[config.mk]
export PLATFORM = sky130hd
export DESIGN_NAME = i2s_playback_prefetch
export DESIGN_NICKNAME = d
export VERILOG_FILES = /design/src/rtl/i2s_pkg.sv /design/src/rtl/i2s_sync_edge.sv /design/src/rtl/i2s_playback_prefetch.sv
export SDC_FILE = /design/constraint.sdc
export NUM_CORES = 1
export LEC_CHECK = 0
export CAP_MARGIN = 20
export CORE_AREA = 2 2 142 144
export CTS_BUF_LIST = sky130_fd_sc_hd__clkbuf_8
export CTS_CLUSTER_DIAMETER = 80
export DETAILED_ROUTE_END_ITERATION = 6
export DIE_AREA = 0 0 144 146
export HOLD_SLACK_MARGIN = 0.02
export PLACE_DENSITY = 0.55
export REMOVE_ABC_BUFFERS = 1
export SYNTH_ARGS = -nofsm -noshare
export SYNTH_HDL_FRONTEND = slang
export SYNTH_SLANG_ARGS = --single-unit
[constraint.sdc]
create_clock -name clock_bridge_0_out_clk_clk -period 3.65 [get_ports clock_bridge_0_out_clk_clk]
set_input_delay 0.73 -clock clock_bridge_0_out_clk_clk [delete_from_list [all_inputs] [get_ports clock_bridge_0_out_clk_clk]]
set_output_delay 0.73 -clock clock_bridge_0_out_clk_clk [all_outputs]
set_load 0.02 [all_outputs]
[src/rtl/i2s_pkg.sv]
// Shared types for the I2S playback path: FSM states and the stereo sample word.
package i2s_pkg;

  localparam int SAMPLE_W = 32;

  typedef enum logic [1:0] {
    IDLE  = 2'd0,
    PRIME = 2'd1,
    RUN   = 2'd2
  } state_e;

  // Packed so that a 64-bit FIFO word maps directly: [63:32] right, [31:0] left.
  typedef struct packed {
    logic [SAMPLE_W-1:0] right;
    logic [SAMPLE_W-1:0] left;
  } sample_t;

endpackage

[src/rtl/i2s_sync_edge.sv]
// Multi-flop synchronizer for an asynchronous level plus a one-cycle rising-edge pulse.
// A rise sampled at edge k appears at rise output after edge k+STAGES-1, so it acts on edge k+STAGES.
module i2s_sync_edge #(
  parameter int STAGES = 3
) (
  input  logic clock_bridge_0_out_clk_clk,
  input  logic hps_0_h2f_reset_reset_n,
  input  logic async_in,
  output logic rise
);

  logic [STAGES-1:0] sync_q, sync_d;
  logic              last_q, last_d;

  always_comb begin
    sync_d = {sync_q[STAGES-2:0], async_in};
    last_d = sync_q[STAGES-1];
  end

  always_ff @(posedge clock_bridge_0_out_clk_clk or negedge hps_0_h2f_reset_reset_n) begin
    if (!hps_0_h2f_reset_reset_n) begin
      sync_q <= '0;
      last_q <= 1'b0;
    end else begin
      sync_q <= sync_d;
      last_q <= last_d;
    end
  end

  // Edge taken between the final synchronizer stage and its one-cycle-old copy.
  assign rise = sync_q[STAGES-1] & ~last_q;

endmodule

[src/rtl/i2s_playback_prefetch.sv]
// Two-entry prefetch buffer between the playback FIFO and the I2S shifter, popped by synchronized shift_ack edges.
// Refills on the same cycle a pop frees a slot; stalls on fifo_empty and counts underruns (saturating).
module i2s_playback_prefetch
  import i2s_pkg::*;
#(
  parameter int SYNC_STAGES = 3,
  parameter int UNDERRUN_W  = 16
) (
  input  logic                  clock_bridge_0_out_clk_clk,
  input  logic                  hps_0_h2f_reset_reset_n,
  input  logic                  dma_enable,
  input  logic [2*SAMPLE_W-1:0] fifo_data,
  input  logic                  fifo_empty,
  output logic                  fifo_read,
  input  logic                  shift_ack,
  output logic [SAMPLE_W-1:0]   out_left,
  output logic [SAMPLE_W-1:0]   out_right,
  output logic                  out_valid,
  output logic [1:0]            buf_level,
  input  logic                  underrun_clr,
  output logic [UNDERRUN_W-1:0] underrun_count
);

  state_e                state_q, state_d;
  logic [1:0]            level_q, level_d;
  sample_t               head_q, head_d;
  sample_t               pf_q, pf_d;
  logic [UNDERRUN_W-1:0] ucnt_q, ucnt_d;

  logic    ack_rise;
  logic    pop;
  logic    fetch;
  logic    underrun_evt;
  sample_t fifo_word;

  assign fifo_word = fifo_data;

  i2s_sync_edge #(
    .STAGES(SYNC_STAGES)
  ) u_ack_sync (
    .clock_bridge_0_out_clk_clk(clock_bridge_0_out_clk_clk),
    .hps_0_h2f_reset_reset_n   (hps_0_h2f_reset_reset_n),
    .async_in                  (shift_ack),
    .rise                      (ack_rise)
  );

  always_comb begin
    state_d      = state_q;
    level_d      = level_q;
    head_d       = head_q;
    pf_d         = pf_q;
    ucnt_d       = ucnt_q;
    pop          = ack_rise && (state_q == RUN) && (level_q != 2'd0);
    fetch        = (state_q != IDLE) && dma_enable && !fifo_empty &&
                   ((level_q < 2'd2) || pop);
    underrun_evt = (pop && (level_q == 2'd1) && !fetch) ||
                   (ack_rise && (state_q == PRIME));

    if (!dma_enable) begin
      state_d = IDLE;
      level_d = 2'd0;
    end else begin
      // New word always lands in the first free slot after any promotion.
      case ({pop, fetch})
        2'b10: begin
          head_d  = pf_q;
          level_d = level_q - 2'd1;
        end
        2'b01: begin
          if (level_q == 2'd0) head_d = fifo_word;
          else                 pf_d   = fifo_word;
          level_d = level_q + 2'd1;
        end
        2'b11: begin
          if (level_q == 2'd1) begin
            head_d = fifo_word;
          end else begin
            head_d = pf_q;
            pf_d   = fifo_word;
          end
        end
        default: ;
      endcase

      case (state_q)
        IDLE:    state_d = PRIME;
        PRIME:   if (level_d == 2'd2) state_d = RUN;
        RUN:     if (pop && (level_d == 2'd0)) state_d = PRIME;
        default: state_d = IDLE;
      endcase
    end

    if (underrun_clr) begin
      ucnt_d = '0;
    end else if (underrun_evt && !(&ucnt_q)) begin
      ucnt_d = ucnt_q + {{(UNDERRUN_W-1){1'b0}}, 1'b1};
    end
  end

  always_ff @(posedge clock_bridge_0_out_clk_clk or negedge hps_0_h2f_reset_reset_n) begin
    if (!hps_0_h2f_reset_reset_n) begin
      state_q <= IDLE;
      level_q <= 2'd0;
      head_q  <= '0;
      pf_q    <= '0;
      ucnt_q  <= '0;
    end else begin
      state_q <= state_d;
      level_q <= level_d;
      head_q  <= head_d;
      pf_q    <= pf_d;
      ucnt_q  <= ucnt_d;
    end
  end

  assign fifo_read      = fetch;
  assign out_left       = head_q.left;
  assign out_right      = head_q.right;
  assign out_valid      = (state_q == RUN) && (level_q != 2'd0);
  assign buf_level      = level_q;
  assign underrun_count = ucnt_q;

endmodule

Yosys cells after proc, flatten, opt, wreduce, memory -nomap -nowiden
Index checks and enable logic that the tools add are counted.

word-level totals
  flip-flop bits (word level) = 152
  bits of input ports = 70
  output and inout port bits = 84
  word-level logic and storage cells = 70

operators by class
  $add $sub $neg = 3
  $lt $le $gt $ge = 1
  eq/ne operators = 12
  muxes and demuxes = 15
  bitwise operators = 2
  reduce and logical (&&, ||, !) cells = 28

operators by type and width
  kind                   number
  $mux 64                4
  $pmux 64 s3            1
  $pmux 64 s2            1
  $mux 16                2
  $add 16x1->16 const B  1
  $reduce_and 16->1      1
  $logic_and 1x1->1      11
  $mux 2                 5
  $eq 2x2->1 const B     4
  $reduce_bool 2->1      4
  $eq 2x1->1 const B     3
  $logic_not 2->1        3
  $ne 2x2->1 const B     3
  $ne 3x2->1 const B     2
  $pmux 2 s3             1
  $pmux 2 s2             1
  $reduce_and 4->1       1
  $logic_not 1->1        3
  $reduce_and 3->1       1
  $reduce_bool 3->1      1
  $add 2x1->2 const B    1
  $logic_or 1x1->1       2
  $lt 2x2->1 const B     1
  $reduce_and 2->1       1
  3 further kinds        3

Depth between registers and ports, before layout
Gate-level depths: netlist of the first run.

  depth in word-level cells = 14
  mapped depth = 11
  gate-level depth less buffers = 11

Modules after synthesis
Synthesis of the first run repeated with hierarchy kept, for this count alone.

second synthesis, totals
  cell total of the unflattened synthesis = 503
  area, all modules = 6812.8 sq um

by module, submodules not included
  module                 instances  cells an instance  area an instance (sq um)  seq. area each (sq um)
  i2s_playback_prefetch  1          498                6698.9                    3703.6
  i2s_sync_edge          1          5                  113.9                     100.1

Worst setup path before layout of the first run
Ideal clock, no wire load.

  kind = reg2reg
  start = register level_q[0] (netlist: buf_level[0])
  end = register pf_q[10] in the netlist's numbering
  library setup time = 125 ps
  data arrival time = 2733 ps
  required time = 3525 ps
  setup slack = 792 ps
  stages on the path, launching flop included = 10
  path buffers = 1
  clock period less this slack = 2858 ps
  cell sequence = dfrtp_1 inv_1 ha_1 o31ai_1 and3_1 ha_1 mux2i_1 nand3_1 clkbuf_1 mux2_2

between the ends
  cells in the longest elaborated chain, start to end = 7
  elaborated cells between the ends (all ways) = 14
  classes of those cells = 1 x order compare; 5 x eq/ne; 1 x mux; 7 x reduce/logical

ends and longest elaborated chain
  item                                                              line                          text
  from (decl)                                                       i2s_playback_prefetch.sv:25   logic [1:0] level_q, level_d;
  from (signal assigned)                                            i2s_playback_prefetch.sv:109  level_q <= level_d;
  branches (longest 2 deep; another with $lt 2x2->1)                n/a
  $logic_or 1x1->1 (*)                                              i2s_playback_prefetch.sv:55   ((level_q < 2'd2) || pop);
  $logic_and 1x1->1 (*)                                             i2s_playback_prefetch.sv:54   fetch = (state_q != IDLE) && dma_enable && !fifo_empty &&
  named net fifo_read                                               i2s_playback_prefetch.sv:14   output logic fifo_read,
  $eq 2x1->1 / $eq 2x2->1 (equally long branches)                   i2s_playback_prefetch.sv:64   case ({pop, fetch})
  $ne 2x2->1 (no line) / $reduce_bool 2->1 (equally long branches)  n/a
  $reduce_and 4->1 (no line)                                        n/a
  to (signal assigned)                                              i2s_playback_prefetch.sv:111  pf_q <= pf_d;
  to (decl)                                                         i2s_playback_prefetch.sv:27   sample_t pf_q, pf_d;

Mark *: on every way through the listed nets, which the timed path passes.
A chain may end at the register's enable or synchronous reset.

Worst setup path after layout of the first run
  start = register level_q[0] (netlist: buf_level[0])
  end = output fifo_read

between the ends
  cells in the longest elaborated chain, start to end = 4
  elaborated cells between the ends (all ways) = 5
  classes of those cells = 1 x order compare; 4 x reduce/logical

ends and longest elaborated chain
  item                                                line
  branches (longest 2 deep; another with $lt 2x2->1)  n/a
  $logic_or 1x1->1 (*)                                i2s_playback_prefetch.sv:55
  $logic_and 1x1->1 (*)                               i2s_playback_prefetch.sv:54
  to (decl)                                           i2s_playback_prefetch.sv:14

Mark *: on every way between the ends.

==> qor.log, run 1 <==
INFO  synthesis      ys_ff_latch=152
INFO  global_route   grt_start_max_net_pins=69
INFO  finish         num-nets-final=719
INFO  global_route   antenna_found_initial=1
INFO  cts            cts_setup_buffers=0
INFO  finish         final-seq-area=0.00380mm2
INFO  synthesis      synth_area_per_cell=13.6um2
INFO  pwr            power_per_cell_area=407mW/mm2
INFO  floorplanning  die_h=146um
INFO  cts            post_cts_resize_count=0
INFO  pwr            p_leak=4.21nW
INFO  routing        vias_per_cell=5.00
INFO  finish         count_of_antenna_diodes_in_the_layout=0
INFO  floorplanning  core=0.0193mm2
INFO  floorplanning  fp.dieW=144um
INFO  synthesis      synth_area_leader_cell=sky130_fd_sc_hd__dfrtp_1
INFO  cts            cts_max_level=4
INFO  placed_design  place_hpwl=10.9mm
INFO  cts            numClockSinks=152
INFO  placed_design  place_worst_setup_slack=0.352ns
INFO  synthesis      synthesis.area=0.00669mm2
INFO  cts            clock_latency=0.44ns
INFO  worst_setup_path path_cells=inv_1, ha_1, o31ai_1, and3_1, clkdlybuf4s50_1
INFO  synthesis      compound_gate_portion_of_the_synthesized_area=0.121
INFO  synthesis      synth_top_family_by_area=multiplexers
INFO  routing        wl_per_cell=17.5um
INFO  finish         multi_input_area=0.00276mm2
INFO  worst_setup_path crit_fanout=6
INFO  timing         maxClockFrequency=322MHz
INFO  finish         area_delta_synth_final=34.8%
INFO  cts            clock_input_transition_at_the_sequential_cells_of_the_worst_setup_and_hold_paths=0.08ns
INFO  global_route   overflow=0
INFO  worst_setup_path crit_start=buf_level[0]$_DFF_PN0_
INFO  finish         final_cells=921
INFO  synthesis      post_synth_edffs=0
INFO  timing         worst_margin_pin_slew=1.01ns
INFO  finish         drive_above_1_share=0.0991
INFO  routing        drtPass1Iterations=4
INFO  synthesis      dominantRegCellSynth=sky130_fd_sc_hd__dfrtp_1
INFO  timing         clock_skew=0.0123ns
INFO  floorplanning  pin_count=154
INFO  routing        route.vias.total=4602
INFO  synthesis      post_synth_fa_ha_maj_area_fraction=0.0112
INFO  global_route   track_usage=0.163
INFO  cts            root_buffer=sky130_fd_sc_hd__clkbuf_8
INFO  routing        wl=16.2mm
INFO  placed_design  portBuffers=153
INFO  routing        detail_route.drc_violations=0
INFO  worst_setup_path max_stage_delay=0.64ns
INFO  worst_setup_path slowest_stage=sky130_fd_sc_hd__clkdlybuf4s50_1
INFO  routing        drt.antenna.violating_nets=0
INFO  worst_setup_path critical_path_arrival=2.38ns
INFO  synthesis      synth_top_cells_by_area=sky130_fd_sc_hd__dfrtp_1 (57%), sky130_fd_sc_hd__mux2_1 (19%), sky130_fd_sc_hd__a22o_1 (8.4%), sky130_fd_sc_hd__mux2_2 (2.2%), sky130_fd_sc_hd__a21oi_1 (1.3%)
INFO  cts            cts-hold-fix-buffers=0
INFO  synthesis      synthMuxAreaShare=0.220
INFO  pwr            largest_vdd_supply_drop=0.192mV
INFO  cts            tritoncts=done
INFO  timing         relative_slew_margins=0.323
INFO  synthesis      number_of_warnings_issued_by_yosys=0
INFO  floorplanning  design.die.area=0.0210mm2
INFO  timing         final-hold-violation-count=0
INFO  worst_setup_path endpoint_kind=output port
INFO  timing         setup-tns-final=0ns
INFO  finish         fillers=1745
INFO  worst_setup_path critical_path.startpoint_type=flip-flop
INFO  global_route   grt_first_pass_wirelength=26.8mm
INFO  job            drv_cap=0
INFO  routing        drt_iter0_drc=183
INFO  cts            cts_buffers=17
INFO  floorplanning  floorplan.initialDensity=0.346
INFO  timing         timing.final.crit_share=0.851
INFO  cts            max-clock-path-buffers=2
INFO  worst_setup_path worst-setup-path-type=flip-flop to output port
INFO  placed_design  dp_cells=889
INFO  worst_setup_path worstPathRequired=2.92ns
INFO  synthesis      synth_async_sr_flop_share=1.00
INFO  timing         layout_min_cycle_time=3.11ns
INFO  worst_setup_path worst_r2r_startpoint=buf_level[0]$_DFF_PN0_
INFO  timing         number_of_endpoints_failing_setup_at_the_final_stage=0
INFO  timing         grt_setup_unrepaired=false
INFO  run_status     outcome=finished, final reports clean
INFO  synthesis      synth-simple-area-share=0.0530
INFO  synthesis      synth_xor_area_frac=0.00131
INFO  placed_design  routabilityCongestion=0.748
INFO  global_route   grt_pass1_vias=4959
INFO  synthesis      yosysSeqAreaShare=0.569
INFO  timing         postLayoutSetupSlackWorst=0.545ns
INFO  timing         final_max_slew_viols=0
INFO  min_path       hold_class=input port to async pin
INFO  floorplanning  floorplan.rows=51
INFO  synthesis      post_synth_num_cell_types=37
INFO  synthesis      netlist_instances=492
INFO  synthesis      synth_top_cell_area_share=0.569
[worst max-delay path, delay by kind of cell, from the launching register on]
family,cells,cell delay (ns)
compound gates,1,0.25
fa+ha+maj,1,0.28
simple gates,1,0.25
flops,1,0.44
buf+inv,2,0.71
[cell usage after synthesis, types with 7 or more instances]
cell type                  count
sky130_fd_sc_hd__clkbuf_1     22
sky130_fd_sc_hd__or3_1         8
sky130_fd_sc_hd__a21oi_1      18
sky130_fd_sc_hd__o31ai_1       7
sky130_fd_sc_hd__dfrtp_1     152
sky130_fd_sc_hd__nand2_1       9
sky130_fd_sc_hd__nor2_1        7
sky130_fd_sc_hd__a22o_1       64
sky130_fd_sc_hd__o21ai_0       8
sky130_fd_sc_hd__mux2_1      115
sky130_fd_sc_hd__mux2_2       13
sky130_fd_sc_hd__buf_2         8
[cell families after synthesis]
family	Yosys count
AOI/OAI and AO/OA	105
adders and majority gates	6
and+or+nand+nor	59
DFF	152
xor gates and xnor gates	1
buffers and inverters	38
muxes	131
[flip-flops by register name (all words and copies together), names as in the netlist]
signal             cells
pf_q                  64
out_left              32
out_right             32
underrun_count        16
u_ack_sync.sync_q      3
buf_level              2
state_q                2
u_ack_sync.last_q      1
[cell type report]
cell class              count  share of cell area
repair buffers            164               0.185
multi-input cells         302               0.306
well taps                 265              0.0368
clock inverters            11              0.0160
inverters                   6             0.00250
flip-flops and latches    152               0.422
clock buffers              21              0.0321
[per-layer routing]
layer  wire length [um]  vias up  track usage
met3               1380       18       0.0767
met4                217        2       0.0436
met1               7180     2336        0.210
met2               7380      113        0.249
li1                   -     2133            -
met5                 13        -            0
[power breakdown]
part / internal, W / total [W] / switching (W)
logic: 0.000249 / 0.000477 / 0.000228
registers: 0.00176 / 0.00181 / 0.0000452
clock network: 0.000748 / 0.00138 / 0.000636
[per-stage QoR]
step | area (um2) | utilization | total power [W] | hold slack [ns]
5_1_grt | 9010 | 0.466 | 0.00384 | 0.322
6_report | 9010 | 0.466 | 0.00367 | 0.295
3_3_place_gp | 8580 | 0.444 | 0.00232 | 0.336
2_1_floorplan | 6550 | - | 0.00203 | 0.331
4_1_cts | 9010 | 0.466 | 0.00372 | 0.296
3_5_place_dp | 8580 | 0.444 | 0.00233 | 0.339
[worst paths after layout]
| check | endpoint | slack, ns | depth (start not counted) |
|---|---|---|---|
| worst max-delay path | fifo_read | 0.54 | 5 |
| worst min-delay path | underrun_count[15]$_DFFE_PN0P_ | 0.30 | 1 |
| worst max register to register | pf_q[17]$_DFFE_PN0P_ | 0.62 | 9 |
| worst min register to register | u_ack_sync.sync_q[2]$_DFF_PN0_ | 0.36 | 0 |
| max in group asynchronous | out_right[30]$_DFFE_PN0P_ | 2.49 | 2 |
| min in group clock_bridge_0_out_clk_clk | u_ack_sync.sync_q[2]$_DFF_PN0_ | 0.36 | 0 |
[cell usage in the layout, fill, tap and decap left out, types with 2 or more instances in the layout]
cell type	instances
sky130_fd_sc_hd__buf_4	7
sky130_fd_sc_hd__o31ai_1	7
sky130_fd_sc_hd__or3_1	8
sky130_fd_sc_hd__clkdlybuf4s50_1	152
sky130_fd_sc_hd__bufinv_16	3
sky130_fd_sc_hd__mux2_1	115
sky130_fd_sc_hd__nand4_1	4
sky130_fd_sc_hd__inv_1	6
sky130_fd_sc_hd__o21ai_0	8
sky130_fd_sc_hd__o21a_1	3
sky130_fd_sc_hd__nand3_1	5
sky130_fd_sc_hd__nand2b_1	2
sky130_fd_sc_hd__ha_1	6
sky130_fd_sc_hd__and2_1	2
sky130_fd_sc_hd__or4_1	6
sky130_fd_sc_hd__a22o_1	64
sky130_fd_sc_hd__mux2i_1	3
sky130_fd_sc_hd__nor2_1	7
sky130_fd_sc_hd__and3_1	5
sky130_fd_sc_hd__clkbuf_8	21
sky130_fd_sc_hd__nor2b_1	2
sky130_fd_sc_hd__buf_12	4
sky130_fd_sc_hd__clkinvlp_4	4
sky130_fd_sc_hd__clkinv_2	3
sky130_fd_sc_hd__mux2_2	13
sky130_fd_sc_hd__nand2_1	9
sky130_fd_sc_hd__a21oi_1	18
sky130_fd_sc_hd__nand3b_1	2
sky130_fd_sc_hd__dfrtp_1	152
Power figures use the tool's default switching activity.
==> inputs of run 2 (changes only) <==
--- a/config.mk
+++ b/config.mk
@@ -12,6 +12,7 @@
 export DETAILED_ROUTE_END_ITERATION = 6
 export DIE_AREA = 0 0 144 146
 export HOLD_SLACK_MARGIN = 0.02
+export MAX_ROUTING_LAYER = met4
 export PLACE_DENSITY = 0.55
 export REMOVE_ABC_BUFFERS = 1
 export SYNTH_ARGS = -nofsm -noshare
==> run 2 against run 1 <==
  * Clock-buffer cell count is the same
  * Critical path depth unchanged
  * Register-to-register slack about the same
  * Sequential power about the same
  * Design area about the same
  * Clock power is essentially flat
  * Wire length about the same
  * Die area stayed put
  * Combinational power about the same
  * Worst hold slack lost 0.0020 ns
  * Core utilization is essentially flat
  * Largest cell class unchanged
  * Largest power group unchanged
==> qor.log, run 2 (synthesis results as in run 1) <==
INFO  routing        drt_iter0_drc=165
INFO  routing        route.vias.total=4593
INFO  routing        wl=16.2mm
INFO  worst_setup_path worst-path-stages=5
INFO  worst_setup_path crit_fanout=6
INFO  timing         grt_setup_unrepaired=false
INFO  placed_design  dp_cells=889
INFO  pwr            largest_vdd_supply_drop=0.192mV
INFO  cts            clock_input_transition_at_the_sequential_cells_of_the_worst_setup_and_hold_paths=0.08ns
INFO  timing         setup-tns-final=0ns
INFO  finish         most_frequent_cells_in_the_layout=sky130_fd_sc_hd__dfrtp_1 (152), sky130_fd_sc_hd__clkdlybuf4s50_1 (152), sky130_fd_sc_hd__mux2_1 (115), sky130_fd_sc_hd__a22o_1 (64), sky130_fd_sc_hd__clkbuf_8 (21)
INFO  cts            cts-hold-fix-buffers=0
INFO  cts            cts_setup_buffers=0
INFO  worst_setup_path worstPathRequired=2.92ns
INFO  timing         timing.final.crit_share=0.851
INFO  finish         num-nets-final=719
INFO  routing        detail_route.drc_violations=0
INFO  cts            root_buffer=sky130_fd_sc_hd__clkbuf_8
INFO  worst_setup_path path_cells=inv_1, ha_1, o31ai_1, and3_1, clkdlybuf4s50_1
INFO  routing        wl_per_cell=17.5um
INFO  worst_setup_path critPathTopFamily=buffers and inverters
INFO  worst_setup_path timing.critical_path.buf_inv=2
INFO  cts            cts_max_level=4
INFO  floorplanning  core=0.0193mm2
INFO  cts            tritoncts=done
INFO  min_path       hold_class=input port to async pin
INFO  global_route   track_usage=0.168
INFO  placed_design  place_hpwl=10.9mm
INFO  global_route   antenna_found_initial=1
INFO  floorplanning  floorplan.initialDensity=0.346
INFO  floorplanning  fp.dieW=144um
INFO  floorplanning  die_h=146um
INFO  worst_setup_path crit_start=buf_level[0]$_DFF_PN0_
INFO  floorplanning  design.die.area=0.0210mm2
INFO  timing         postLayoutSetupSlackWorst=0.544ns
INFO  worst_setup_path max_stage_delay=0.64ns
INFO  floorplanning  pin_count=154
INFO  worst_setup_path worst_r2r_path_depth=9
INFO  global_route   grt_first_pass_wirelength=26.8mm
INFO  worst_setup_path slowest_stage=sky130_fd_sc_hd__clkdlybuf4s50_1
INFO  timing         number_of_endpoints_failing_setup_at_the_final_stage=0
INFO  timing         relative_slew_margins=0.320
INFO  finish         area_delta_synth_final=34.8%
INFO  global_route   grt_start_max_net_pins=69
INFO  worst_setup_path worst-setup-path-type=flip-flop to output port
INFO  job            drv_cap=0
INFO  global_route   overflow=0
INFO  pwr            p_leak=4.21nW
INFO  routing        drtPass1Iterations=4
INFO  routing        vias_per_cell=4.98
INFO  routing        drt.antenna.violating_nets=0
INFO  timing         clock_skew=0.0124ns
INFO  finish         finalCoreUtilization=0.466
INFO  timing         final_max_slew_viols=0
INFO  worst_setup_path endpoint_kind=output port
INFO  pwr            power_per_cell_area=407mW/mm2
INFO  timing         maxClockFrequency=322MHz
INFO  cts            cts_buffers=17
INFO  floorplanning  floorplan.rows=51
INFO  timing         worst_margin_pin_slew=1.01ns
INFO  placed_design  portBuffers=153
INFO  global_route   grt_pass1_vias=4968
INFO  finish         number_of_flip_flops_in_the_largest_register=64
INFO  worst_setup_path critical_path_arrival=2.38ns
INFO  timing         layout_min_cycle_time=3.11ns
INFO  finish         drive_above_1_share=0.0991
INFO  cts            post_cts_resize_count=0
INFO  cts            clock_latency=0.44ns
INFO  placed_design  place_worst_setup_slack=0.352ns
INFO  finish         fillers=1745
INFO  cts            numClockSinks=152
INFO  finish         registers.top_by_ff_count=pf_q
INFO  timing         final-hold-violation-count=0
INFO  worst_setup_path critical_path.startpoint_type=flip-flop
INFO  finish         final_cells=922
INFO  run_status     outcome=finished, final reports clean
INFO  pwr            finalPower=0.00367W
INFO  placed_design  routabilityCongestion=0.757
INFO  cts            max-clock-path-buffers=2
INFO  worst_setup_path worst_r2r_startpoint=buf_level[0]$_DFF_PN0_
## run 2: cell count changes in the layout (fill, tap and decap cells not counted), sizes merged
cell and delta:
diode +1
## run 2: stage by stage
stage,area [um2],hold WS (ns)
after global placement,8580,0.336
after floorplan,6550,0.331
after detailed placement,8580,0.339
final,9010,0.293
after CTS,9010,0.296
after global routing,9010,0.321
## run 2: worst reg2reg max path: cells and delay by family (launching register included)
kind / cells / cell delay (ns)
adder cells (fa/ha/maj): 2 / 0.62
multiplexers: 2 / 0.67
buffers and inverters: 2 / 0.39
AO/OA/AOI/OAI: 1 / 0.25
flip-flops: 1 / 0.44
AND/OR/NAND/NOR: 2 / 0.55
## run 2: cell type report
class / count / area (um2) / share of cell area
antenna: 1 / 2.50 / 0.000278
clock buffer: 21 / 289 / 0.0321
clock inverter: 11 / 144 / 0.0160
inverter: 6 / 22.5 / 0.00250
multi-input combinational: 302 / 2760 / 0.306
sequential: 152 / 3800 / 0.422
tap: 265 / 332 / 0.0368
timing repair buffer: 164 / 1670 / 0.185
## run 2: final timing paths
kind                                                           endpoint  slack (ns)
worst max-delay path                                          fifo_read        0.54
worst min-delay path                     underrun_count[15]$_DFFE_PN0P_        0.29
worst max register to register                     pf_q[17]$_DFFE_PN0P_        0.62
worst min register to register           u_ack_sync.sync_q[2]$_DFF_PN0_        0.36
max in group asynchronous                     out_right[30]$_DFFE_PN0P_        2.49
min in group clock_bridge_0_out_clk_clk  u_ack_sync.sync_q[2]$_DFF_PN0_        0.36
## run 2: where the power goes
group / leakage [nW] / internal, W / switching [W]
logic: 1.91 / 0.000249 / 0.000228
clock network: 0.210 / 0.000748 / 0.000635
registers: 2.09 / 0.00176 / 0.0000455
## run 2: metal layers
layer	global-route usage	vias up	share of wire
met3	0.0714	16	0.079
met2	0.250	113	0.46
met5	-	-	0
met4	0.0436	0	0.013
li1	-	2133	-
met1	0.212	2331	0.45
